**src/rtl/axil_pkg.sv**
```systemverilog
// Shared constants and state encodings for the AXI4-Lite register bank.
package axil_pkg;

  localparam logic [1:0] RESP_OKAY   = 2'b00;
  localparam logic [1:0] RESP_SLVERR = 2'b10;

  typedef enum logic [1:0] {
    W_IDLE,
    W_HAVE_AW,
    W_HAVE_W,
    W_RESP
  } wstate_t;

  typedef enum logic {
    R_IDLE,
    R_RESP
  } rstate_t;

  // IRQ registers sit just below the read-only block, counted down from it.
  localparam int unsigned IRQ_STATUS_OFS = 1;
  localparam int unsigned IRQ_ENABLE_OFS = 2;

endpackage

```
**src/rtl/axil_strb_merge.sv**
```systemverilog
// Byte-lane merge of old/new register data under a strobe mask.
// In W1C mode a strobed byte clears the bits set in the new data.
module axil_strb_merge
  import axil_pkg::*;
#(
  parameter int unsigned DATA_WIDTH = 32
) (
  input  logic [DATA_WIDTH-1:0]   i_old,
  input  logic [DATA_WIDTH-1:0]   i_new,
  input  logic [DATA_WIDTH/8-1:0] i_strb,
  input  logic                    i_w1c,
  output logic [DATA_WIDTH-1:0]   o_data
);

  always_comb begin
    o_data = i_old;
    for (int unsigned b = 0; b < DATA_WIDTH / 8; b++) begin
      if (i_strb[b]) begin
        o_data[b*8 +: 8] = i_w1c ? (i_old[b*8 +: 8] & ~i_new[b*8 +: 8])
                                 : i_new[b*8 +: 8];
      end
    end
  end

endmodule

```
**src/rtl/axil_regbank.sv**
```systemverilog
// AXI4-Lite slave register bank: RW control registers plus RO status registers.
// Optional IRQ status/enable pair enabled by defining AXIL_IRQ_EN.
module axil_regbank
  import axil_pkg::*;
#(
  parameter int unsigned ADDR_WIDTH = 32,
  parameter int unsigned DATA_WIDTH = 32,
  parameter int unsigned NUM_REGS   = 16,
  parameter int unsigned NUM_RO     = 4
) (
  input  logic                                       clk,
  input  logic                                       rst,
  input  logic                                       awvalid,
  output logic                                       awready,
  input  logic [ADDR_WIDTH-1:0]                      awaddr,
  input  logic                                       wvalid,
  output logic                                       wready,
  input  logic [DATA_WIDTH-1:0]                      wdata,
  input  logic [DATA_WIDTH/8-1:0]                    wstrb,
  output logic                                       bvalid,
  input  logic                                       bready,
  output logic [1:0]                                 bresp,
  input  logic                                       arvalid,
  output logic                                       arready,
  input  logic [ADDR_WIDTH-1:0]                      araddr,
  output logic                                       rvalid,
  input  logic                                       rready,
  output logic [DATA_WIDTH-1:0]                      rdata,
  output logic [1:0]                                 rresp,
  output logic [(NUM_REGS-NUM_RO)*DATA_WIDTH-1:0]    ctrl_regs,
  output logic [NUM_REGS-NUM_RO-1:0]                 ctrl_wr_pulse,
  input  logic [((NUM_RO > 0) ? NUM_RO : 1)*DATA_WIDTH-1:0] status_in
`ifdef AXIL_IRQ_EN
  ,
  input  logic [DATA_WIDTH-1:0]                      irq_src,
  output logic                                       irq
`endif
);

  localparam int unsigned SW  = DATA_WIDTH / 8;
  localparam int unsigned SH  = $clog2(SW);
  localparam int unsigned IW  = $clog2(NUM_REGS);
  localparam int unsigned NRW = NUM_REGS - NUM_RO;
`ifdef AXIL_IRQ_EN
  localparam int unsigned IRQ_STAT = NRW - IRQ_STATUS_OFS;
  localparam int unsigned IRQ_EN   = NRW - IRQ_ENABLE_OFS;
`endif

  wstate_t                    r_wstate;
  rstate_t                    r_rstate;
  logic                       r_awready;
  logic                       r_wready;
  logic                       r_arready;
  logic                       r_bvalid;
  logic [1:0]                 r_bresp;
  logic                       r_rvalid;
  logic [1:0]                 r_rresp;
  logic [DATA_WIDTH-1:0]      r_rdata;
  logic [ADDR_WIDTH-1:SH]     r_awaddr;
  logic [DATA_WIDTH-1:0]      r_wdata;
  logic [SW-1:0]              r_wstrb;
  logic [DATA_WIDTH-1:0]      r_regs [NRW];
  logic [NRW-1:0]             r_pulse;

  logic                       w_aw_hs;
  logic                       w_w_hs;
  logic                       w_ar_hs;
  logic                       w_commit;
  logic [ADDR_WIDTH-1:SH]     w_caddr;
  logic [DATA_WIDTH-1:0]      w_cdata;
  logic [SW-1:0]              w_cstrb;
  logic [IW-1:0]              w_widx;
  logic                       w_woor;
  logic                       w_wok;
  logic                       w_w1c;
  logic [DATA_WIDTH-1:0]      w_old;
  logic [DATA_WIDTH-1:0]      w_merged;
  logic [DATA_WIDTH-1:0]      w_regs_nx [NRW];
  logic [NRW-1:0]             w_pulse_nx;
  logic [IW-1:0]              w_ridx;
  logic                       w_roor;
  logic [DATA_WIDTH-1:0]      w_rsel;
  logic                       w_unused_ok;

  assign w_unused_ok = &{1'b0, awaddr[SH-1:0], araddr[SH-1:0]};

  assign w_aw_hs = awvalid & r_awready;
  assign w_w_hs  = wvalid & r_wready;
  assign w_ar_hs = arvalid & r_arready;

  // Each half is either held from an earlier handshake or firing now.
  assign w_commit = (w_aw_hs || (r_wstate == W_HAVE_AW)) &&
                    (w_w_hs  || (r_wstate == W_HAVE_W));

  assign w_caddr = w_aw_hs ? awaddr[ADDR_WIDTH-1:SH] : r_awaddr;
  assign w_cdata = w_w_hs ? wdata : r_wdata;
  assign w_cstrb = w_w_hs ? wstrb : r_wstrb;
  assign w_widx  = w_caddr[SH +: IW];
  assign w_woor  = |w_caddr[ADDR_WIDTH-1:SH+IW];
  assign w_wok   = !w_woor && ({1'b0, w_widx} < (IW+1)'(NRW));

`ifdef AXIL_IRQ_EN
  assign w_w1c = (w_widx == IW'(IRQ_STAT));
`else
  assign w_w1c = 1'b0;
`endif

  always_comb begin
    w_old = '0;
    for (int unsigned i = 0; i < NRW; i++) begin
      if (w_widx == IW'(i)) w_old = r_regs[i];
    end
  end

  axil_strb_merge #(
    .DATA_WIDTH (DATA_WIDTH)
  ) u_merge (
    .i_old  (w_old),
    .i_new  (w_cdata),
    .i_strb (w_cstrb),
    .i_w1c  (w_w1c),
    .o_data (w_merged)
  );

  always_comb begin
    w_pulse_nx = '0;
    for (int unsigned i = 0; i < NRW; i++) begin
      w_regs_nx[i] = r_regs[i];
      if (w_commit && w_wok && (w_widx == IW'(i))) begin
        w_regs_nx[i]  = w_merged;
        w_pulse_nx[i] = 1'b1;
      end
    end
`ifdef AXIL_IRQ_EN
    // Sticky set is applied after the W1C merge so a coincident set wins.
    w_regs_nx[IRQ_STAT] = w_regs_nx[IRQ_STAT] | irq_src;
`endif
  end

  always_ff @(posedge clk or posedge rst) begin
    if (rst) begin
      r_wstate  <= W_IDLE;
      r_awready <= 1'b1;
      r_wready  <= 1'b1;
      r_bvalid  <= 1'b0;
      r_bresp   <= RESP_OKAY;
      r_awaddr  <= '0;
      r_wdata   <= '0;
      r_wstrb   <= '0;
      r_pulse   <= '0;
      for (int unsigned i = 0; i < NRW; i++) r_regs[i] <= '0;
    end else begin
      r_regs  <= w_regs_nx;
      r_pulse <= w_pulse_nx;
      if (w_commit) begin
        r_wstate  <= W_RESP;
        r_awready <= 1'b0;
        r_wready  <= 1'b0;
        r_bvalid  <= 1'b1;
        r_bresp   <= w_wok ? RESP_OKAY : RESP_SLVERR;
      end else begin
        case (r_wstate)
          W_IDLE: begin
            if (w_aw_hs) begin
              r_awaddr  <= awaddr[ADDR_WIDTH-1:SH];
              r_awready <= 1'b0;
              r_wstate  <= W_HAVE_AW;
            end else if (w_w_hs) begin
              r_wdata  <= wdata;
              r_wstrb  <= wstrb;
              r_wready <= 1'b0;
              r_wstate <= W_HAVE_W;
            end
          end
          W_HAVE_AW, W_HAVE_W: ;
          W_RESP: begin
            if (bready) begin
              r_bvalid  <= 1'b0;
              r_awready <= 1'b1;
              r_wready  <= 1'b1;
              r_wstate  <= W_IDLE;
            end
          end
          default: r_wstate <= W_IDLE;
        endcase
      end
    end
  end

  assign w_ridx = araddr[SH +: IW];
  assign w_roor = |araddr[ADDR_WIDTH-1:SH+IW];

  always_comb begin
    w_rsel = '0;
    if (!w_roor) begin
      for (int unsigned i = 0; i < NRW; i++) begin
        if (w_ridx == IW'(i)) w_rsel = r_regs[i];
      end
      for (int unsigned j = 0; j < NUM_RO; j++) begin
        if (w_ridx == IW'(NRW + j)) w_rsel = status_in[j*DATA_WIDTH +: DATA_WIDTH];
      end
    end
  end

  always_ff @(posedge clk or posedge rst) begin
    if (rst) begin
      r_rstate  <= R_IDLE;
      r_arready <= 1'b1;
      r_rvalid  <= 1'b0;
      r_rresp   <= RESP_OKAY;
      r_rdata   <= '0;
    end else begin
      case (r_rstate)
        R_IDLE: begin
          if (w_ar_hs) begin
            r_rdata   <= w_rsel;
            r_rresp   <= w_roor ? RESP_SLVERR : RESP_OKAY;
            r_rvalid  <= 1'b1;
            r_arready <= 1'b0;
            r_rstate  <= R_RESP;
          end
        end
        R_RESP: begin
          if (rready) begin
            r_rvalid  <= 1'b0;
            r_arready <= 1'b1;
            r_rstate  <= R_IDLE;
          end
        end
        default: r_rstate <= R_IDLE;
      endcase
    end
  end

`ifdef AXIL_IRQ_EN
  logic r_irq;

  always_ff @(posedge clk or posedge rst) begin
    if (rst) r_irq <= 1'b0;
    else     r_irq <= |(r_regs[IRQ_STAT] & r_regs[IRQ_EN]);
  end

  assign irq = r_irq;
`endif

  for (genvar g = 0; g < NRW; g++) begin : g_flat
    assign ctrl_regs[g*DATA_WIDTH +: DATA_WIDTH] = r_regs[g];
  end

  assign awready       = r_awready;
  assign wready        = r_wready;
  assign arready       = r_arready;
  assign bvalid        = r_bvalid;
  assign bresp         = r_bresp;
  assign rvalid        = r_rvalid;
  assign rresp         = r_rresp;
  assign rdata         = r_rdata;
  assign ctrl_wr_pulse = r_pulse;

endmodule
```
**config.mk**
```make
export PLATFORM = sky130hd
export DESIGN_NAME = axil_regbank
export DESIGN_NICKNAME = d
export VERILOG_FILES = /design/src/rtl/axil_pkg.sv /design/src/rtl/axil_strb_merge.sv /design/src/rtl/axil_regbank.sv
export SDC_FILE = /design/constraint.sdc
export NUM_CORES = 1
export LEC_CHECK = 0
export BUFFER_PORTS_ARGS = -buffer_cell sky130_fd_sc_hd__buf_4
export CORE_AREA = 2 2 263 265
export DETAILED_ROUTE_END_ITERATION = 6
export DIE_AREA = 0 0 265 267
export PLACE_DENSITY = 0.72
export SLEW_MARGIN = 15
export SYNTH_ARGS = -nofsm -noshare
export SYNTH_HDL_FRONTEND = slang
export SYNTH_SLANG_ARGS = --single-unit
```
**constraint.sdc**
```tcl
create_clock -name clk -period 19.57 [get_ports clk]
set_input_delay 0.9785 -clock clk [delete_from_list [all_inputs] [get_ports clk]]
set_output_delay 0.9785 -clock clk [all_outputs]
set_load 0.02 [all_outputs]
```
==> results_dict.tcl <==
set metrics [dict create \
    cts_tree "built" \
    r2r_slack_ns 14.64 \
    post_drt_wl_per_cell_um 33.9 \
    drtIter0Drc 4858 \
    synth_most_common_cell "dfrtp_1" \
    grt_start_max_net_pins 97 \
    fillers 6303 \
    ys_top_cells_by_area "dfrtp_1, nand2_1, o21ai_0" \
    synth-async-reset-ratio 1.00 \
    dieWidth_um 265 \
    nNetsFinal 3671 \
    power_mw 2.44 \
    grt_overflow 0 \
    p_leak_nw 16.1 \
    design_area_mm2 0.0348 \
    post-route-util 0.512 \
    required_ns 20.02 \
    finClkSkew_ns 0.0345 \
    areaGrowthSynthToFinish_pct 28.8 \
    arrival_ns 5.38 \
    status "complete, but fails checks" \
    portBuffers 665 \
    rr_worst_depth 8 \
    grt_use_total 0.405 \
    routed_wirelength_um 148000 \
    vias_per_cell 6.59 \
    power_density_mw_per_mm2 70.1 \
    dieArea_mm2 0.0708 \
    worst_slack_ns 14.64 \
    antenna_found_initial 2 \
    drc 6 \
    timing_worst_setup_path_type "register to register" \
    clk_pin_slew_ns 0.07 \
    drtAntennaViolNets 0 \
    slew_violations 0 \
    cts.sinks 504 \
    max_freq_mhz 203 \
    fin_tns_setup_ns 0 \
    synth-seq-area-share 0.467 \
    rows 96 \
    grt_pass1_wl_um 205000 \
    dp_hpwl_um 110000 \
    initial_core_util 0.397 \
    end_kind "register" \
    synthCells 2879 \
    drive_gt1_frac 0.308 \
    finalHoldViolations 0 \
    slew_headroom 0.129 \
    synth_ff_type "dfrtp_1" \
    tightest_slew_ns 1.31 \
    place_worst_setup_slack_ns 14.40 \
    synth_cell_types 89 \
    violations "DRC" \
    synth-seq-cells 504 \
    cp_max_fo 36 \
    yosys.area.top_type "dfrtp_1" \
    setup_viol 0 \
    start_kind "register" \
    root_buffer "clkbuf_16" \
    synth_warnings 0 \
    ctsResizeCount 0 \
    rsz0062_at_grt "no" \
    grt_pass1_vias 26100 \
    dpl-instance-area_mm2 0.0327 \
    postCtsSetupBuffers 0 \
    synthTopCellsByCount "dfrtp_1, nand2_1, o21ai_0, a21oi_1, nor2_1" \
    fin_cells 4366 \
    cts_buffers 56 \
    cts_buffer_depth 3 \
    die_h_um 267 \
    clock_latency_ns 0.66 \
    routed-via-count 28800 \
    whs_ns 0.410 \
    hold_buffers 0 \
    placed_cells 4260 \
    finalCritPeriodShare 0.252 \
    min_period_ns 4.93 \
    core_mm2 0.0680 \
    h-tree-depth 2 \
    maxCapViolations 0 \
    reg2reg_to "ctrl_regs[265]$_DFFE_PP0P_" \
    hold_path_class "input pin to asynchronous set/reset pin" \
    r2r_start "awready$_DFFE_PP1P_" \
    gp_congestion 0.997 \
    peakVddDrop_mv 0.0686 \
    first_pass_iters 7 \
    syn_area_per_cell_um2 9.38 \
    synth-edff-count 0 \
    io_pins 672 \
    synth_area_mm2 0.0270 \
    yosysTopAreaCellShare 0.464 \
]
cell families after synthesis:
kind of cell | after synthesis | synth area share
compound gates | 1037 | 0.245
buf+inv | 274 | 0.0446
simple gates | 852 | 0.132
other cells | 1 | 0.000139
flops | 504 | 0.467
mux | 211 | 0.111
per-layer routing:
metal / GRT usage / wire length (µm) / up-vias
li1: - / - / 11700
met1: 0.536 / 54800 / 14000
met2: 0.546 / 58700 / 2598
met3: 0.206 / 25700 / 422
met4: 0.188 / 8650 / 0
met5: 0 / 0 / -
how the worst max path moves through the flow:
stage,from,endpoint,cells past startpoint
4_1_cts,awready$_DFFE_PP1P_,ctrl_regs[265]$_DFFE_PP0P_,8
3_3_place_gp,araddr[2],rdata[20]$_DFFE_PP0P_,9
2_1_floorplan,rst,bresp[1]$_DFFE_PP0P_,1
6_report,awready$_DFFE_PP1P_,ctrl_regs[265]$_DFFE_PP0P_,8
5_1_grt,awready$_DFFE_PP1P_,ctrl_regs[265]$_DFFE_PP0P_,8
3_5_place_dp,araddr[2],rdata[31]$_DFFE_PP0P_,8
layout make-up:
class,count,area [µm²],share of cell area
antenna,1,2.50,0.0000720
timing repair buffer,747,5610,0.161
clock buffer,71,1560,0.0448
inverter,25,101,0.00291
tap,882,1100,0.0317
sequential,504,12600,0.363
clock inverter,34,523,0.0150
multi-input combinational,2102,13300,0.381
layout by cell type, fill, tap and decap left out, drive strengths merged, types with 8 or more instances in the layout:
cell | Yosys | layout
buf | 107 | 747
dfrtp | 501 | 501
nand2 | 475 | 475
o21ai | 353 | 353
a21oi | 251 | 251
nor2 | 229 | 229
mux2 | 104 | 104
clkbuf | 142 | 71
o22ai | 68 | 68
mux4 | 61 | 61
mux2i | 46 | 46
nand3 | 40 | 40
a22oi | 37 | 37
a221oi | 36 | 36
o21a | 32 | 32
a31oi | 26 | 26
clkinv | 7 | 24
o221ai | 23 | 23
a22o | 21 | 21
nand2b | 20 | 20
o22a | 20 | 20
inv | 18 | 20
nor3 | 18 | 18
nor4 | 18 | 18
a211oi | 17 | 17
o32ai | 14 | 14
a222oi | 14 | 14
o31ai | 14 | 14
bufinv | 0 | 13
nor2b | 12 | 12
a221o | 11 | 11
o211ai | 10 | 10
a2111oi | 8 | 8
power breakdown:
group          internal, mW  leakage, nW  switching (mW)  total [mW]
Combinational        0.0566         8.01           0.116       0.173
Sequential             1.05         7.02         0.00290        1.05
Clock                 0.735         1.03           0.479        1.21
registers in the layout, summed over array words and instances (netlist names), 2 cells and up:
register       count
ctrl_regs        384
r_wdata           32
rdata             32
r_awaddr          30
ctrl_wr_pulse     12
r_wstrb            4
r_wstate           2
worst max-delay path: stages, from the launching register on:
cell	delay [ns]
dfstp_2	0.74
a21bo_2	0.31
and2_4	0.45
buf_4	0.65
mux4_2	0.61
a21oi_1	0.41
o22ai_1	0.20
a21oi_1	1.05
o21ai_0	0.25
No activity file was read; power rests on OpenSTA's default activity.
